File: config.mk
export PLATFORM = sky130hd
export DESIGN_NAME = link_master_ctrl
export DESIGN_NICKNAME = d
export VERILOG_FILES = /design/src/rtl/link_master_ctrl_pkg.sv /design/src/rtl/link_master_ctrl_btn_debounce.sv /design/src/rtl/link_master_ctrl.sv
export SDC_FILE = /design/constraint.sdc
export NUM_CORES = 1
export LEC_CHECK = 0
export ABC_AREA = 0
export CORE_MARGIN = 2
export CORE_UTILIZATION = 40
export CTS_CLUSTER_DIAMETER = 100
export DETAILED_ROUTE_END_ITERATION = 10
export PLACE_DENSITY = 0.6
export SLEW_MARGIN = 20
export SYNTH_ARGS = -nofsm -noshare
export SYNTH_HDL_FRONTEND = slang
export SYNTH_SLANG_ARGS = --single-unit
File: constraint.sdc
create_clock -name clk -period 10.2 [get_ports clk]
set_input_delay 3.06 -clock clk [delete_from_list [all_inputs] [get_ports clk]]
set_output_delay 3.06 -clock clk [all_outputs]
set_load 0.05 [all_outputs]
File: src/rtl/link_master_ctrl_pkg.sv
// Shared definitions for the play/level link: FSM encoding, link bit positions
// and the pulse-arbitration helper, reused by the receiver side.
package link_master_ctrl_pkg;

  typedef enum logic {
    IDLE = 1'b0,
    PLAY = 1'b1
  } state_t;

  localparam int PLAY_BIT  = 3;
  localparam int LEVEL_MSB = 2;
  localparam int LEVEL_LSB = 0;
  localparam int LEVEL_W   = LEVEL_MSB - LEVEL_LSB + 1;
  localparam int LINK_W    = PLAY_BIT + 1;

  typedef enum logic [1:0] {
    ACT_NONE = 2'd0,
    ACT_UP   = 2'd1,
    ACT_DOWN = 2'd2,
    ACT_PLAY = 2'd3
  } act_t;

  // Play beats everything; up and down together cancel each other out.
  function automatic act_t resolve_pulses(input logic play, input logic up, input logic down);
    if (play)              return ACT_PLAY;
    else if (up && !down)  return ACT_UP;
    else if (down && !up)  return ACT_DOWN;
    return ACT_NONE;
  endfunction

endpackage

File: src/rtl/link_master_ctrl_btn_debounce.sv
// One raw push-button: 2-flop synchronizer, stable-time debouncer and a
// single-cycle press pulse on each debounced 0->1 transition.
module btn_debounce #(
  parameter int DEBOUNCE_CYCLES = 1000000
) (
  input  logic clk,
  input  logic rst,
  input  logic btn,
  output logic press
);

  localparam int CNT_W = (DEBOUNCE_CYCLES > 1) ? $clog2(DEBOUNCE_CYCLES) : 1;
  localparam logic [CNT_W-1:0] CNT_LAST = CNT_W'(DEBOUNCE_CYCLES - 1);

  logic             sync1_q;
  logic             sync2_q;
  logic             deb_q;
  logic [CNT_W-1:0] cnt_q;

  // NOTE: rst sits in the sensitivity list, so every flop clears without waiting for clk.
  always_ff @(posedge clk or posedge rst) begin
    if (rst) begin
      sync1_q <= 1'b0;
      sync2_q <= 1'b0;
      deb_q   <= 1'b0;
      cnt_q   <= '0;
      press   <= 1'b0;
    end else begin
      // NOTE: non-blocking so each stage samples its pre-edge value; blocking would collapse the synchronizer chain.
      sync1_q <= btn;
      sync2_q <= sync1_q;
      press   <= 1'b0;
      if (sync2_q == deb_q) begin
        cnt_q <= '0;
      end else if (cnt_q == CNT_LAST) begin
        cnt_q <= '0;
        deb_q <= sync2_q;
        press <= sync2_q;  // rising debounced edge only; releases stay silent
      end else begin
        cnt_q <= cnt_q + CNT_W'(1);
      end
    end
  end

endmodule

File: src/rtl/link_master_ctrl.sv
// Play/level controller driving a 4-bit cross-board link, rate-limited by a
// settle window during which the latest request is held pending.
module link_master_ctrl
  import link_master_ctrl_pkg::*;
#(
  parameter int DEBOUNCE_CYCLES = 1000000,
  parameter int SETTLE_CYCLES   = 64,
  parameter int MAX_LEVEL       = 7
) (
  input  logic       clk,
  input  logic       rst,
  input  logic       btn_play,
  input  logic       btn_up,
  input  logic       btn_down,
  output logic [3:0] data_out,
  output logic       playing,
  output logic [2:0] level,
  output logic       busy
);

  localparam int SET_W = (SETTLE_CYCLES > 1) ? $clog2(SETTLE_CYCLES) : 1;
  localparam logic [SET_W-1:0]   SETTLE_LOAD = SET_W'(SETTLE_CYCLES - 1);
  localparam logic [LEVEL_W-1:0] LEVEL_MAX   = LEVEL_W'(MAX_LEVEL);

  logic play_p, up_p, down_p;

  btn_debounce #(.DEBOUNCE_CYCLES(DEBOUNCE_CYCLES)) u_db_play (
    .clk(clk), .rst(rst), .btn(btn_play), .press(play_p));
  btn_debounce #(.DEBOUNCE_CYCLES(DEBOUNCE_CYCLES)) u_db_up (
    .clk(clk), .rst(rst), .btn(btn_up), .press(up_p));
  btn_debounce #(.DEBOUNCE_CYCLES(DEBOUNCE_CYCLES)) u_db_down (
    .clk(clk), .rst(rst), .btn(btn_down), .press(down_p));

  state_t              state_q, state_d;
  logic [LEVEL_W-1:0]  level_q, level_d;
  logic [LINK_W-1:0]   data_q, data_d;
  logic                busy_q, busy_d;
  logic [SET_W-1:0]    settle_q, settle_d;
  logic                pend_play_q, pend_play_d;
  act_t                pend_ud_q, pend_ud_d;

  act_t new_act;
  act_t act;
  logic use_pend;
  logic commit;

  always_ff @(posedge clk or posedge rst) begin
    if (rst) begin
      state_q     <= IDLE;
      level_q     <= '0;
      data_q      <= '0;
      busy_q      <= 1'b0;
      settle_q    <= '0;
      pend_play_q <= 1'b0;
      pend_ud_q   <= ACT_NONE;
    end else begin
      state_q     <= state_d;
      level_q     <= level_d;
      data_q      <= data_d;
      busy_q      <= busy_d;
      settle_q    <= settle_d;
      pend_play_q <= pend_play_d;
      pend_ud_q   <= pend_ud_d;
    end
  end

  always_comb begin
    // NOTE: every always_comb output gets a default first; a missed branch would otherwise infer a latch.
    state_d     = state_q;
    level_d     = level_q;
    data_d      = data_q;
    busy_d      = busy_q;
    settle_d    = settle_q;
    pend_play_d = pend_play_q;
    pend_ud_d   = pend_ud_q;
    act         = ACT_NONE;
    commit      = 1'b0;
    new_act     = resolve_pulses(play_p, up_p, down_p);
    use_pend    = pend_play_q || (pend_ud_q != ACT_NONE);

    if (busy_q) begin
      if (settle_q == '0) busy_d = 1'b0;
      else                settle_d = settle_q - SET_W'(1);
      // Latest request wins; up/down in IDLE are dropped rather than queued.
      if (new_act == ACT_PLAY) begin
        pend_play_d = 1'b1;
      end else if (new_act != ACT_NONE && state_q == PLAY) begin
        pend_ud_d = new_act;
      end
    end else begin
      if (use_pend) begin
        act         = pend_play_q ? ACT_PLAY : pend_ud_q;
        pend_play_d = 1'b0;
        pend_ud_d   = ACT_NONE;
      end else begin
        act = new_act;
      end

      unique case (act)
        ACT_PLAY: begin
          state_d = (state_q == IDLE) ? PLAY : IDLE;
          level_d = '0;
          commit  = 1'b1;
        end
        ACT_UP: begin
          if (state_q == PLAY && level_q < LEVEL_MAX) begin
            level_d = level_q + LEVEL_W'(1);
            commit  = 1'b1;
          end
        end
        ACT_DOWN: begin
          if (state_q == PLAY && level_q != '0) begin
            level_d = level_q - LEVEL_W'(1);
            commit  = 1'b1;
          end
        end
        ACT_NONE: ;
      endcase

      if (commit) begin
        data_d[PLAY_BIT]            = state_d;
        data_d[LEVEL_MSB:LEVEL_LSB] = level_d;
        busy_d                      = 1'b1;
        settle_d                    = SETTLE_LOAD;
      end

      // A pulse arriving while a pending action drains waits its own turn.
      if (use_pend) begin
        if (new_act == ACT_PLAY) begin
          pend_play_d = 1'b1;
        end else if (new_act != ACT_NONE && state_d == PLAY) begin
          pend_ud_d = new_act;
        end
      end
    end
  end

  assign data_out = data_q;
  assign playing  = (state_q == PLAY);
  assign level    = level_q;
  assign busy     = busy_q;

endmodule

==> impl_metrics.tcl, run 1 <==
set metrics [dict create \
    cp-start-kind "flip-flop" \
    skew_ps 9.73 \
    dr.pass1.iters 4 \
    pwr_density_cell_mw_per_mm2 134 \
    clk-insertion-delay-late_ps 350 \
    min_period_ps 5040 \
    yosys_warnings 0 \
    critPathMaxStageDelay_ps 920 \
    dieArea_mm2 0.0118 \
    yosysTopAreaCell "dfrtp_1" \
    dp_slack_ps 5550 \
    synthMuxAreaShare 0.0200 \
    boundaryPins 14 \
    ys_seq_area_frac 0.514 \
    ctsLongestPathBuffers 2 \
    syn_area_per_cell_um2 10.2 \
    path_cells "clkdlybuf4s50_1" \
    start_util 0.408 \
    cts_buffers 9 \
    drt_wl_total_mm 7.37 \
    yosys.area_share.simple 0.231 \
    maxSlewHeadroom 0.451 \
    tns_ps 0 \
    worst_pin_slew_ps 817 \
    synth_top_family_by_area "simple AND/OR/NAND/NOR gates" \
    p_leak_nw 2.18 \
    hold_path_class "reg2reg" \
    wl_per_cell_um 12.6 \
    post-dp-hpwl_mm 5.02 \
    internal-power_w 0.000515 \
    ys_ff_latch 90 \
    worst_slack_ps 5160 \
    switching_share 0.210 \
    track_usage 0.141 \
    critPathRequiredTime_ps 7140 \
    grt_pass1_vias 2921 \
    cp_num_buf_inv 1 \
    setup_viol 0 \
    p_clk_frac 0.415 \
    nets 456 \
    hold_violations 0 \
    drv_cap 0 \
    drt_iter0_drc 130 \
    worst_setup_hold_path_clk_slew_ps 80 \
    numPortBuffers 13 \
    root_buffer "clkbuf_8" \
    synthesis.nets 441 \
    async_reset_ff_frac 1.00 \
    drt.antenna.violating_nets 0 \
    status "finished clean" \
    crit_fanout 17 \
    cts.sinks 90 \
    overflow 0 \
    grt_pass1_wl_mm 13.3 \
    ir_drop_v 0.0000847 \
    max_freq_mhz 198 \
    die-width_um 109 \
    combPwrFrac 0.027 \
    die_y_um 109 \
    worstSetupPathType "reg2out" \
    critical-path-top-delay-family "buffers and inverters" \
    num_vias 2966 \
    p_seq_frac 0.558 \
    power.net_switching_w 0.000137 \
    synth_top_area_frac 0.514 \
    gp_routability_congestion 0.786 \
    core_mm2 0.0107 \
    synth.cell_area_mm2 0.00438 \
    area_growth_pct 10.8 \
    antenna_found_initial 0 \
    slew_violations 0 \
    post_cts_buffers 0 \
    grt_max_degree 61 \
    synthAdderAreaFrac 0.0228 \
    n_antenna_cell 0 \
    synth_flop_cell "dfrtp_1" \
    drc 0 \
    synth.distinct_cells 56 \
    synth-compound-area-share 0.0597 \
    cp_slowest_cell "clkdlybuf4s50_1" \
    cts_hold_buf 0 \
    period_share 0.494 \
    cp-end-kind "output pin" \
    rows 38 \
    drive_above_1_share 0.0738 \
    vias_per_cell 5.05 \
    cts_tree "built" \
    synth_cells 428 \
    postLayoutCoreUtil 0.452 \
    ys_top_cells_by_area "dfrtp_1 (51%), xor2_1 (8.4%), nor2_1 (6.1%)" \
    rsz0062_at_grt "false" \
    synth-edff-count 0 \
    cts_resized 0 \
    worstPathArrival_ps 1980 \
    synth_xor_area_frac 0.126 \
    htreeDepth 3 \
]
layout by cell type (no fill, tap or decap), types with 4 or more instances in the layout:
cell type,instances
and4_1,4
nand4_1,15
clkdlybuf4s50_1,13
clkbuf_8,11
xor2_1,42
mux2_2,6
ha_1,8
and3_1,14
and2_1,4
nor4_1,6
nand2_1,31
nor2_1,71
nand3_1,22
xnor2_1,21
a21oi_1,8
inv_1,13
o21ai_0,8
dfrtp_1,90
layout make-up:
cell class	count	area (um2)
well taps	140	175
repair buffers	14	138
clock inverters	4	75.1
multi-input cells	314	2010
flip-flops and latches	90	2250
fillers	1059	5890
clock buffers	11	151
inverters	14	53.8
registers in the layout, indices dropped and copies added (netlist names), named ones only:
name and flops:
u_db_play.cnt_q 20, busy 1, u_db_up.sync1_q 1, u_db_play.sync1_q 1
u_db_down.sync1_q 1, playing 1, u_db_play.press 1, u_db_up.deb_q 1
u_db_down.deb_q 1, u_db_up.cnt_q 20, u_db_down.cnt_q 20, level 3
u_db_up.press 1, u_db_down.sync2_q 1, u_db_play.sync2_q 1, settle_q 6
data_out 4, u_db_up.sync2_q 1, u_db_play.deb_q 1, pend_play_q 1
u_db_down.press 1
per-stage QoR:
| stage | total power, W | cells | area (um2) | hold slack (ps) |
|---|---|---|---|---|
| after global routing | 0.000682 | 587 | 4860 | 374 |
| after global placement | 0.000389 | 572 | 4630 | 339 |
| after floorplan | 0.000385 | 428 | 4380 | 331 |
| after detailed placement | 0.000390 | 572 | 4630 | 344 |
| after CTS | 0.000665 | 587 | 4860 | 364 |
| final | 0.000652 | 587 | 4860 | 361 |
cell usage after synthesis, types with 2 or more instances:
cell type,instances
dfrtp_1,90
nor2_1,71
xor2_1,42
nand2_1,31
nand3_1,22
xnor2_1,21
nand4_1,15
and3_1,14
inv_1,14
a21oi_1,8
ha_1,8
o21ai_0,8
mux2_2,6
nor4_1,6
and2_1,4
and4_1,4
buf_2,4
a211oi_1,3
clkbuf_1,3
nand2b_1,3
nor2b_1,3
nor3_1,3
or3_1,3
a21o_1,2
a31oi_1,2
and3_4,2
and3b_1,2
and4b_1,2
mux2i_1,2
nand3b_1,2
nor4b_1,2
o21ai_2,2
power groups by stage:
| stage | Sequential, W | Combinational, W | Clock [W] |
|---|---|---|---|
| global route | 0.000365 | 0.0000208 | 0.000296 |
| finish | 0.000364 | 0.0000174 | 0.000271 |
| global placement | 0.000371 | 0.0000181 | 0 |
| CTS | 0.000364 | 0.0000185 | 0.000283 |
| detailed placement | 0.000371 | 0.0000184 | 0 |
| floorplan | 0.000370 | 0.0000141 | 0 |
cells by family after synthesis:
group                      count (synthesis)
adders and majority gates                  8
buffers and inverters                     24
AOI/OAI and AO/OA                         38
xor gates and xnor gates                  63
DFF                                       90
and+or+nand+nor                          197
muxes                                      8
routing by layer:
| metal | up-vias | track usage | share of wire |
|---|---|---|---|
| met1 | 1433 | 0.186 | 0.49 |
| li1 | 1494 | - | - |
| met3 | 9 | 0.0287 | 0.026 |
| met2 | 30 | 0.229 | 0.47 |
| met5 | - | 0 | 0 |
| met4 | 0 | 0.0522 | 0.017 |
path summary, 6_finish.rpt:
| check | from | endpoint | slack [ps] | cells after the start |
|---|---|---|---|---|
| max in group asynchronous | rst | u_db_down.cnt_q[2] | 6040 | 3 |
| min in group asynchronous | rst | u_db_play.sync1_q | 3040 | 2 |
| hold reg to reg | u_db_play.sync1_q | u_db_play.sync2_q | 360 | 0 |
| setup / recovery | busy | busy | 5160 | 1 |
| hold / removal | u_db_play.sync1_q | u_db_play.sync2_q | 360 | 0 |
| setup reg to reg | u_db_down.cnt_q[0] | u_db_down.cnt_q[7] | 8050 | 6 |
No activity file was read; power rests on OpenSTA's default activity.
==> inputs of run 2 (changes only) <==
clock period = 5.1 ns   (was 10.2 ns; I/O delays follow)
==> impl_metrics.tcl, run 2 (synthesized netlist as in run 1, its figures left out) <==
set metrics [dict create \
    status "finished clean" \
    hold_slack_ps 359 \
    route.met2.wl_mm 3.52 \
    dieArea_mm2 0.0118 \
    met3WireLength_um 195 \
    power_w 0.00123 \
    clk-insertion-delay-late_ps 350 \
    nets 457 \
    ir_drop_v 0.000204 \
    gp_routability_congestion 0.742 \
    root_buffer "clkbuf_8" \
    grt_pass1_wl_mm 13.3 \
    cts_tree "built" \
    cp_num_buf_inv 1 \
    n_antenna_cell 0 \
    cp-start-kind "flip-flop" \
    ctsLongestPathBuffers 2 \
    met1_length_mm 3.69 \
    post-dp-hpwl_mm 5.15 \
    cp_slowest_cell "clkdlybuf4s50_1" \
    worst_setup_hold_path_clk_slew_ps 80 \
    path_cells "clkdlybuf4s50_1" \
    cp-end-kind "output pin" \
    grt_max_degree 37 \
    slew_violations 0 \
    regToRegSetupSlack_ps 2960 \
    pwr_density_cell_mw_per_mm2 254 \
    post_cts_buffers 0 \
    wl_per_cell_um 12.7 \
    drt.antenna.violating_nets 0 \
    largestRegisters "u_db_down.cnt_q (20), u_db_play.cnt_q (20), u_db_up.cnt_q (20)" \
    fill_cells 1059 \
    htreeDepth 3 \
    numPortBuffers 13 \
    cts_buffers 9 \
    skew_ps 11.1 \
    track_usage 0.141 \
    drive_above_1_share 0.0780 \
    worstSetupPathDepth 1 \
    overflow 0 \
    die_y_um 109 \
    cts_resized 0 \
    cts_hold_buf 0 \
    drt_iter0_drc 103 \
    min_from "u_db_down.sync1_q" \
    period_share 0.684 \
    vias_per_cell 5.05 \
    worstSetupPathType "reg2out" \
    p_leak_nw 2.17 \
    r2r_end "u_db_down.cnt_q[17]" \
    drt_wl_total_mm 7.48 \
    rsz0062_at_grt "false" \
    min_path_cells 0 \
    r2r_cells 6 \
    r2r-start "u_db_down.cnt_q[0]" \
    core_mm2 0.0107 \
    combPwrFrac 0.029 \
    die-width_um 109 \
    cts.sinks 90 \
    drc 0 \
    drv_cap 0 \
    worst_pin_slew_ps 852 \
    holdPathEnd "u_db_down.sync2_q" \
    boundaryPins 14 \
    p_seq_frac 0.594 \
    num_vias 2972 \
    start_util 0.408 \
    final_common_cell "dfrtp_1" \
    switching_share 0.234 \
    grt_pass1_vias 2923 \
    rows 38 \
    critPathRequiredTime_ps 3570 \
    tns_ps 0 \
    internal-power_w 0.000938 \
    p_clk_frac 0.376 \
    layout_common_cells "dfrtp_1 (90), nor2_1 (71), xor2_1 (42)" \
    crit_fanout 17 \
    top_layer_used "met4" \
    power.net_switching_w 0.000287 \
    maxSlewHeadroom 0.428 \
    critical-path-top-delay-family "buffers and inverters" \
    hold_violations 0 \
    max_freq_mhz 287 \
    worstPathArrival_ps 1960 \
    area_growth_pct 10.1 \
    setup_viol 0 \
    min_period_ps 3490 \
    hold_path_class "reg2reg" \
    antenna_found_initial 0 \
    dr.pass1.iters 5 \
    critPathMaxStageDelay_ps 910 \
]
[run 2: routing by layer]
| metal | track usage | vias to the layer above |
|---|---|---|
| li1 | - | 1494 |
| met3 | 0.0395 | 8 |
| met5 | 0 | - |
| met2 | 0.237 | 32 |
| met4 | 0.0357 | 0 |
| met1 | 0.182 | 1438 |
[run 2: layout make-up]
cell class,instances,area [um2],area share
clock buffers,11,151,0.0314
clock inverters,5,36.3,0.00752
inverters,14,53.8,0.0111
multi-input cells,314,2010,0.417
flip-flops and latches,90,2250,0.467
well taps,140,175,0.0363
repair buffers,15,145,0.0301
[run 2: per-stage QoR]
step           area (um2)  setup WS [ps]   util  std cells
3_5_place_dp         4640           1990  0.432        573
4_1_cts              4830           1590  0.449        589
6_report             4830           1610  0.449        589
5_1_grt              4830           1510  0.449        589
2_1_floorplan        4380           1230      -        428
3_3_place_gp         4640           1990  0.432        573
[run 2: how the worst max path moves through the flow]
stage / start / end / slack (ps)
detailed placement: busy / busy / 1990
global placement: busy / busy / 1990
global route: busy / busy / 1510
CTS: busy / busy / 1590
floorplan: rst / async pin / 1230
finish: busy / busy / 1610
[run 2: power groups by stage]
stage | clock (W) | sequential [W] | combinational [W]
floorplan | 0 | 0.000741 | 0.0000283
global placement | 0 | 0.000742 | 0.0000373
detailed placement | 0 | 0.000743 | 0.0000379
CTS | 0.000484 | 0.000728 | 0.0000380
global route | 0.000515 | 0.000730 | 0.0000429
finish | 0.000461 | 0.000728 | 0.0000357
[run 2: worst register-to-register path, stage by stage, from the launching register on]
cell and delay (ps):
dfrtp_1 400, ha_1 190, and3_1 210, nand3_1 130, nor3_1 290, nand2b_1 650, nor2_1 120
